==> config.mk <==
export PLATFORM = sky130hd
export DESIGN_NAME = alu_issue_ctrl_flat
export DESIGN_NICKNAME = d
export VERILOG_FILES = /design/src/rtl/alu_pkg.sv /design/src/rtl/alu_issue_ctrl_if.sv /design/src/rtl/alu_issue_ctrl.sv /design/src/flat_wrapper.sv
export SDC_FILE = /design/constraint.sdc
export NUM_CORES = 1
export LEC_CHECK = 0
export ABC_AREA = 0
export BUFFER_PORTS_ARGS = -buffer_cell sky130_fd_sc_hd__buf_4
export CAP_MARGIN = 10
export CORE_MARGIN = 1
export CORE_UTILIZATION = 48
export CTS_BUF_LIST = sky130_fd_sc_hd__clkbuf_8
export DETAILED_ROUTE_END_ITERATION = 10
export HOLD_SLACK_MARGIN = 0.02
export PLACE_DENSITY = 0.8
export SYNTH_ARGS = -nofsm -noshare
export SYNTH_HDL_FRONTEND = slang
export SYNTH_SLANG_ARGS = --single-unit
==> constraint.sdc <==
create_clock -name clk -period 1.54 [get_ports clk]
set_input_delay 0.077 -clock clk [delete_from_list [all_inputs] [get_ports clk]]
set_output_delay 0.077 -clock clk [all_outputs]
set_load 0.01 [all_outputs]
==> src/rtl/alu_pkg.sv <==
// rtl/alu_pkg.sv - shared opcodes, instruction field positions and controller states
// The ALU and the issue controller both decode against these definitions.
package alu_pkg;

  localparam logic [1:0] OP_ADD = 2'd0;
  localparam logic [1:0] OP_SUB = 2'd1;
  localparam logic [1:0] OP_AND = 2'd2;
  localparam logic [1:0] OP_NOT = 2'd3;

  localparam int OP_MSB  = 7;
  localparam int OP_LSB  = 6;
  localparam int A_MSB   = 5;
  localparam int A_LSB   = 4;
  localparam int B_MSB   = 3;
  localparam int B_LSB   = 2;
  localparam int TAG_MSB = 1;
  localparam int TAG_LSB = 0;

  typedef enum logic [1:0] {
    IDLE = 2'd0,
    EXEC = 2'd1,
    CAPT = 2'd2,
    DONE = 2'd3
  } state_e;

  // Modulo-4 reference behaviour of the trainer ALU.
  function automatic logic [1:0] alu_eval(input logic [1:0] op, input logic [1:0] a,
                                          input logic [1:0] b);
    case (op)
      OP_ADD:  return b + a;
      OP_SUB:  return b - a;
      OP_AND:  return b & a;
      default: return ~a;
    endcase
  endfunction

endpackage

==> src/rtl/alu_issue_ctrl_if.sv <==
// rtl/alu_issue_ctrl_if.sv - instruction, ALU and result channels of the issue controller
// master = instruction source, ALU and result consumer; slave = the controller.
interface alu_issue_ctrl_if;

  logic       instr_valid;
  logic       instr_ready;
  logic [7:0] instr;
  logic [1:0] alu_op;
  logic [1:0] alu_operA;
  logic [1:0] alu_operB;
  logic [1:0] alu_result;
  logic       res_valid;
  logic       res_ready;
  logic [1:0] res_data;
  logic [1:0] res_tag;
  logic       res_zero;
  logic       busy;

  modport master (
    output instr_valid, instr, alu_result, res_ready,
    input  instr_ready, alu_op, alu_operA, alu_operB,
    input  res_valid, res_data, res_tag, res_zero, busy
  );

  modport slave (
    input  instr_valid, instr, alu_result, res_ready,
    output instr_ready, alu_op, alu_operA, alu_operB,
    output res_valid, res_data, res_tag, res_zero, busy
  );

endinterface

==> src/rtl/alu_issue_ctrl.sv <==
// rtl/alu_issue_ctrl.sv - one-in-flight issue controller for the 2-bit trainer ALU
// Optional completed-operation counter op_count under macro ALU_ISSUE_STATS_EN.
module alu_issue_ctrl
  import alu_pkg::*;
#(
  parameter int ALU_LATENCY = 1,
  parameter int COUNT_W     = 8
) (
  input  logic clk,
  input  logic rst,
  alu_issue_ctrl_if.slave bus
`ifdef ALU_ISSUE_STATS_EN
  ,
  output logic [COUNT_W-1:0] op_count
`endif
);

  if (ALU_LATENCY < 1 || COUNT_W < 1) begin : g_bad_param
    $error("alu_issue_ctrl: ALU_LATENCY and COUNT_W must be at least 1");
  end

  localparam int CNT_W = (ALU_LATENCY > 1) ? $clog2(ALU_LATENCY) : 1;
  localparam logic [CNT_W-1:0] LAT_LOAD = CNT_W'(ALU_LATENCY - 1);

  state_e           state_q;
  logic [CNT_W-1:0] lat_cnt_q;
  logic [CNT_W-1:0] lat_cnt_d;
  logic [1:0]       op_q, opa_q, opb_q, tag_q;
  logic [1:0]       res_data_q, res_tag_q;
  logic             res_zero_q, res_valid_q;
`ifdef ALU_ISSUE_STATS_EN
  logic [COUNT_W-1:0] op_count_q;
  assign op_count = op_count_q;
`endif

  assign lat_cnt_d = lat_cnt_q - 1'b1;

  always_ff @(posedge clk) begin
    if (rst) begin
      state_q     <= IDLE;
      lat_cnt_q   <= '0;
      op_q        <= '0;
      opa_q       <= '0;
      opb_q       <= '0;
      tag_q       <= '0;
      res_data_q  <= '0;
      res_tag_q   <= '0;
      res_zero_q  <= 1'b0;
      res_valid_q <= 1'b0;
`ifdef ALU_ISSUE_STATS_EN
      op_count_q  <= '0;
`endif
    end else begin
      case (state_q)
        IDLE: if (bus.instr_valid) begin
          op_q      <= bus.instr[OP_MSB:OP_LSB];
          opa_q     <= bus.instr[A_MSB:A_LSB];
          opb_q     <= bus.instr[B_MSB:B_LSB];
          tag_q     <= bus.instr[TAG_MSB:TAG_LSB];
          lat_cnt_q <= LAT_LOAD;
          state_q   <= EXEC;
        end
        // Counter reaching zero marks the edge on which alu_result becomes current.
        EXEC: if (lat_cnt_q == '0) state_q <= CAPT;
              else lat_cnt_q <= lat_cnt_d;
        CAPT: begin
          res_data_q  <= bus.alu_result;
          res_zero_q  <= (bus.alu_result == 2'd0);
          res_tag_q   <= tag_q;
          res_valid_q <= 1'b1;
          state_q     <= DONE;
        end
        DONE: if (bus.res_ready) begin
          res_valid_q <= 1'b0;
          state_q     <= IDLE;
`ifdef ALU_ISSUE_STATS_EN
          op_count_q  <= op_count_q + 1'b1;
`endif
        end
        default: state_q <= IDLE;
      endcase
    end
  end

  assign bus.instr_ready = (state_q == IDLE);
  assign bus.busy        = (state_q != IDLE);
  assign bus.alu_op      = op_q;
  assign bus.alu_operA   = opa_q;
  assign bus.alu_operB   = opb_q;
  assign bus.res_valid   = res_valid_q;
  assign bus.res_data    = res_data_q;
  assign bus.res_tag     = res_tag_q;
  assign bus.res_zero    = res_zero_q;

endmodule

==> src/flat_wrapper.sv <==
// flat-port wrapper written by rule: the top's interface ports become plain ports
module alu_issue_ctrl_flat import alu_pkg::*;
#(
  parameter int ALU_LATENCY = 1,
  parameter int COUNT_W     = 8
)
  (clk, rst, bus_instr_valid, bus_instr, bus_alu_result, bus_res_ready, bus_instr_ready, bus_alu_op, bus_alu_operA, bus_alu_operB, bus_res_valid, bus_res_data, bus_res_tag, bus_res_zero, bus_busy);
  alu_issue_ctrl_if bus_i ();
  input  logic clk;
  input  logic rst;
  input wire logic [$bits(bus_i.instr_valid)-1:0] bus_instr_valid;
  input wire logic [$bits(bus_i.instr)-1:0] bus_instr;
  input wire logic [$bits(bus_i.alu_result)-1:0] bus_alu_result;
  input wire logic [$bits(bus_i.res_ready)-1:0] bus_res_ready;
  output wire logic [$bits(bus_i.instr_ready)-1:0] bus_instr_ready;
  output wire logic [$bits(bus_i.alu_op)-1:0] bus_alu_op;
  output wire logic [$bits(bus_i.alu_operA)-1:0] bus_alu_operA;
  output wire logic [$bits(bus_i.alu_operB)-1:0] bus_alu_operB;
  output wire logic [$bits(bus_i.res_valid)-1:0] bus_res_valid;
  output wire logic [$bits(bus_i.res_data)-1:0] bus_res_data;
  output wire logic [$bits(bus_i.res_tag)-1:0] bus_res_tag;
  output wire logic [$bits(bus_i.res_zero)-1:0] bus_res_zero;
  output wire logic [$bits(bus_i.busy)-1:0] bus_busy;
  assign bus_i.instr_valid = bus_instr_valid;
  assign bus_i.instr = bus_instr;
  assign bus_i.alu_result = bus_alu_result;
  assign bus_i.res_ready = bus_res_ready;
  assign bus_instr_ready = bus_i.instr_ready;
  assign bus_alu_op = bus_i.alu_op;
  assign bus_alu_operA = bus_i.alu_operA;
  assign bus_alu_operB = bus_i.alu_operB;
  assign bus_res_valid = bus_i.res_valid;
  assign bus_res_data = bus_i.res_data;
  assign bus_res_tag = bus_i.res_tag;
  assign bus_res_zero = bus_i.res_zero;
  assign bus_busy = bus_i.busy;
  alu_issue_ctrl #(.ALU_LATENCY(ALU_LATENCY), .COUNT_W(COUNT_W)) u_core (.clk(clk), .rst(rst), .bus(bus_i));
endmodule
; ---- Word level (Yosys, flattened, before mapping)
; Cells that the tools add are included.
[classes]
muxes = 9
add_sub_neg = 1
eq_ne = 6
reduce_logical = 9
[ops]
columns = operator, n
row1 = 2-bit one-hot mux with 4 select lines, 1
row2 = 2-bit 2-to-1 mux, 3
row3 = "2-bit inequality test, second input constant", 3
row4 = 2-bit AND reduction, 3
row5 = 2-bit nonzero test, 3
row6 = "2-bit equality test, second input constant", 2
row7 = 2-bit zero test, 2
row8 = 1-bit one-hot mux with 2 select lines, 2
row9 = 1-bit 2-to-1 mux, 3
row10 = 3-bit AND reduction, 1
row11 = "2-bit by 1-bit equality test with 1-bit output, second input constant", 1
row12 = "1-bit subtractor, second input constant", 1
[totals]
register_bits = 17
wordCells = 35

; ---- Longest topological paths before layout
[depth]
word_depth = 3
ltp_mapped = 6
depth_no_buf = 5

; ---- Least setup slack after synthesis
; Ideal clock, no wire load.
[synth_path]
path_kind = register to register
from = register u_core.state_q[0]
to = register u_core.state_q[0]
setup_time_ns = 0.070
t_arrival_ns = 1.226
setup_slack_ns = 0.244
path_buffers = 0
path_stages_with_launch = 6
required_ns = 1.470
path_cell_list = dfxtp_1 inv_1 ha_1 nor2b_4 or3_1 a21oi_1
[synth_via]
elab_chain_len = 3
elab_cells_between_ends = 9
[synth_rtl]
columns = item, line
row1 = start: declaration, alu_issue_ctrl.sv:25  ; state_e state_q;
row2 = start signal: assignment, alu_issue_ctrl.sv:40  ; state_q <= IDLE;
row3 = start signal: assignment, alu_issue_ctrl.sv:61  ; state_q <= EXEC;
row4 = start signal: assignment, alu_issue_ctrl.sv:64  ; EXEC: if (lat_cnt_q == '0) state_q <= CAPT;
row5 = 2-bit zero test (*), -
row6 = via bus_instr_ready, flat_wrapper.sv:15  ; output wire logic [$bits(bus_i.instr_ready)-1:0] bus_instr_ready;
row7 = 2-bit inequality test (no line), -
row8 = 3-bit AND reduction (no line), -
; Mark *: on every way through the listed nets, which the timed path passes. The rest lies on a longest branch.
; A chain may end at the register's enable or synchronous reset.

; ---- Worst setup path after layout
[layout_path]
from = register u_core.state_q[1]
to = register u_core.state_q[0]
[layout_via]
elab_chain_len = 3
elab_cells_between_ends = 9
[layout_rtl]
columns = item, line
row1 = 2-bit by 1-bit equality test with 1-bit output (tied with other cells), alu_issue_ctrl.sv:54  ; case (state_q)
row2 = 2-bit inequality test (no line), -
row3 = 3-bit AND reduction (no line), -
; Parallel ways exist; a longest one is shown, timed or not.

==> qor.yml <==
grt_pass1_vias: 474
clkSinkCount: 16
wl_met1_um: 580
clkLatencyLatePin_ps: 250
wl_mm: 1.29
synth.net_count: 95
post_cts_resized: 0
dr_wl_met2_um: 619
drive_gt1_frac: 0.324
preCtsSetupSlack_ps: 225
rows: 13
r2r_setup_slack_ps: 210
grt.total_usage: 0.188
criticalPathCategory: "reg -> reg"
fmax_ghz: 0.752
numPlacedInstances: 116
drt-pass1-iter-count: 4
start_util: 0.521
synth_area_leaders: "dfxtp_1 47%, a21oi_1 8.1%, ha_1 7.4%, mux2i_1 7.4%, nand3_1 5.9%"
dpl.hpwl_um: 948
cts_made_buffers: 3
top_layer: "met4"
core_area_um2: 1300
postCtsHoldBufs: 0
rsz0062_at_grt: "false"
gp_congestion: 0.602
clkTransAtPathRegs_ps: 60
total_power_mw: 1.59
cts_tree: "yes"
drc: 0
clock_skew_ps: 4.25
die_h_um: 39.6
slew_headroom: 0.837
cts_max_level: 1
dr_wl_met3_um: 78
tightestPinTransition_ps: 244
hold_start: "bus_alu_result[0]"
post_cts_buffers: 0
synth-seq-cells: 16
ys_seq_area_frac: 0.472
instances_no_fill: 120
dr_total_vias: 606
utilization: 0.720
mostFrequentLayoutCells: "29 x buf_4, 16 x dfxtp_1, 11 x a21oi_1, 10 x nand2_1"
ir_worst_vdd_mv: 1.10
tns_ps: 0
reg2reg_to: "u_core.state_q[0]"
grt_max_degree: 17
worstPathRequired_ps: 1720
rr_worst_depth: 5
cp.arrival_ps: 1510
synthDistinctLibCells: 17
endpoint_kind: "register"
maxCapViolations: 0
reg2reg_from: "u_core.state_q[1]"
worstPathCellList: "inv_1, ha_1, nor2b_4, or3_1, a21oi_1"
antenna_left: 0
yosys_warnings: 0
startpoint_type: "register"
drt_iter0_markers: 9
overflow: 0
syn_inst: 77
die_width_um: 39.6
slowest_stage: "dfxtp_1"
fin_crit_sh: 0.863
root_buffer: "clkbuf_8"
hold_slack_ps: 76.7
leakagePower_nw: 0.432
yosysTopAreaCell: "dfxtp_1"
synth_top_area_share: 0.472
clockBufferDepth: 2
fin_nets: 124
ios: 28
cp_slowest_stage_delay_ps: 380
antenna_found_initial: 0
pwr_density_cell_nw_per_um2: 1690
final.min_clock_period_ps: 1330
antenna_cells: 0
hp-class: "in -> reg"
io_buffers: 27
vias_per_cell: 5.05
hold_viol: 0
outcome: "finished, final reports clean"
fin_ws_ps: 211
final_common_cell: "buf_4"
post_drt_wl_per_cell_um: 10.8
postSynthAreaPerCell_um2: 8.81
cp_max_fo: 4
maxSlewViolCount: 0
setup_viol: 0
min_to: "u_core.bus.res_data[0]"
postPlaceCellArea_um2: 882
syn_to_final_growth_pct: 38.2
fin_area_um2: 937
syn-cell-area_um2: 678
grt_pass1_wl_mm: 1.87
hold_depth: 3
die-area_um2: 1570
==> synth_stat cells <==
master and count:
ha_1 4, o21ai_0 2, nor2_1 8, buf_6 1, a21oi_1 11, nand3_1 8
nor2b_4 1, inv_1 3, clkbuf_1 1, buf_4 1, or3_1 1, mux2i_1 5
or3b_1 1, buf_2 2, nor2b_1 2, nand2_1 10, dfxtp_1 16
==> registers in the layout, indices dropped and copies added, names as in the netlist <==
register and cells:
u_core.bus.res_valid 1, u_core.bus.res_data 2, u_core.state_q 2, u_core.bus.res_tag 2, u_core.tag_q 2, u_core.bus.res_zero 1, u_core.bus.alu_operA 2, u_core.bus.alu_op 2
u_core.bus.alu_operB 2
==> where the power goes <==
part           leakage (nW)  total, mW  internal (mW)  switching, mW
combinational         0.272      0.659          0.338          0.321
sequential            0.131      0.565          0.509         0.0563
clock                0.0288      0.364          0.226          0.138
total                 0.432       1.59           1.07          0.515
==> worst max-delay path by stage <==
stage | to | cells after the start | startpoint
after CTS | u_core.state_q[0] | 5 | u_core.state_q[1]
final | u_core.state_q[0] | 5 | u_core.state_q[1]
after floorplan | u_core.state_q[0] | 5 | u_core.state_q[0]
after detailed placement | u_core.state_q[0] | 5 | u_core.state_q[1]
after global placement | u_core.state_q[0] | 5 | u_core.state_q[1]
after global routing | u_core.bus.alu_operB[1] | 6 | u_core.state_q[0]
==> cell type report <==
| type | instances | area (µm²) |
|---|---|---|
| Fill cell | 109 | 364 |
| Sequential cell | 16 | 320 |
| Multi-Input combinational cell | 53 | 314 |
| Timing Repair Buffer | 29 | 218 |
| Clock buffer | 4 | 55.1 |
| Tap cell | 15 | 18.8 |
| Inverter | 3 | 11.3 |
==> routing by layer <==
metal	vias up	global-route usage
met5	-	0
met4	0	0.155
met3	2	0.0455
met2	19	0.283
met1	276	0.222
li1	309	-
==> worst max-delay path, delay by kind of cell, from the launching register on <==
| family | cells | cell delay, ps |
|---|---|---|
| adders and majority gates | 1 | 190 |
| AOI/OAI and AO/OA | 1 | 140 |
| buffers and inverters | 1 | 80 |
| DFF | 1 | 380 |
| and+or+nand+nor | 2 | 480 |
==> cells by family after synthesis <==
kind of cell | count (synthesis) | synth area share
simple gates | 31 | 0.220
flops | 16 | 0.472
compound gates | 13 | 0.0959
buf+inv | 8 | 0.0646
mux | 5 | 0.0738
fa+ha+maj | 4 | 0.0738
No activity file was read; power rests on OpenSTA's default activity.
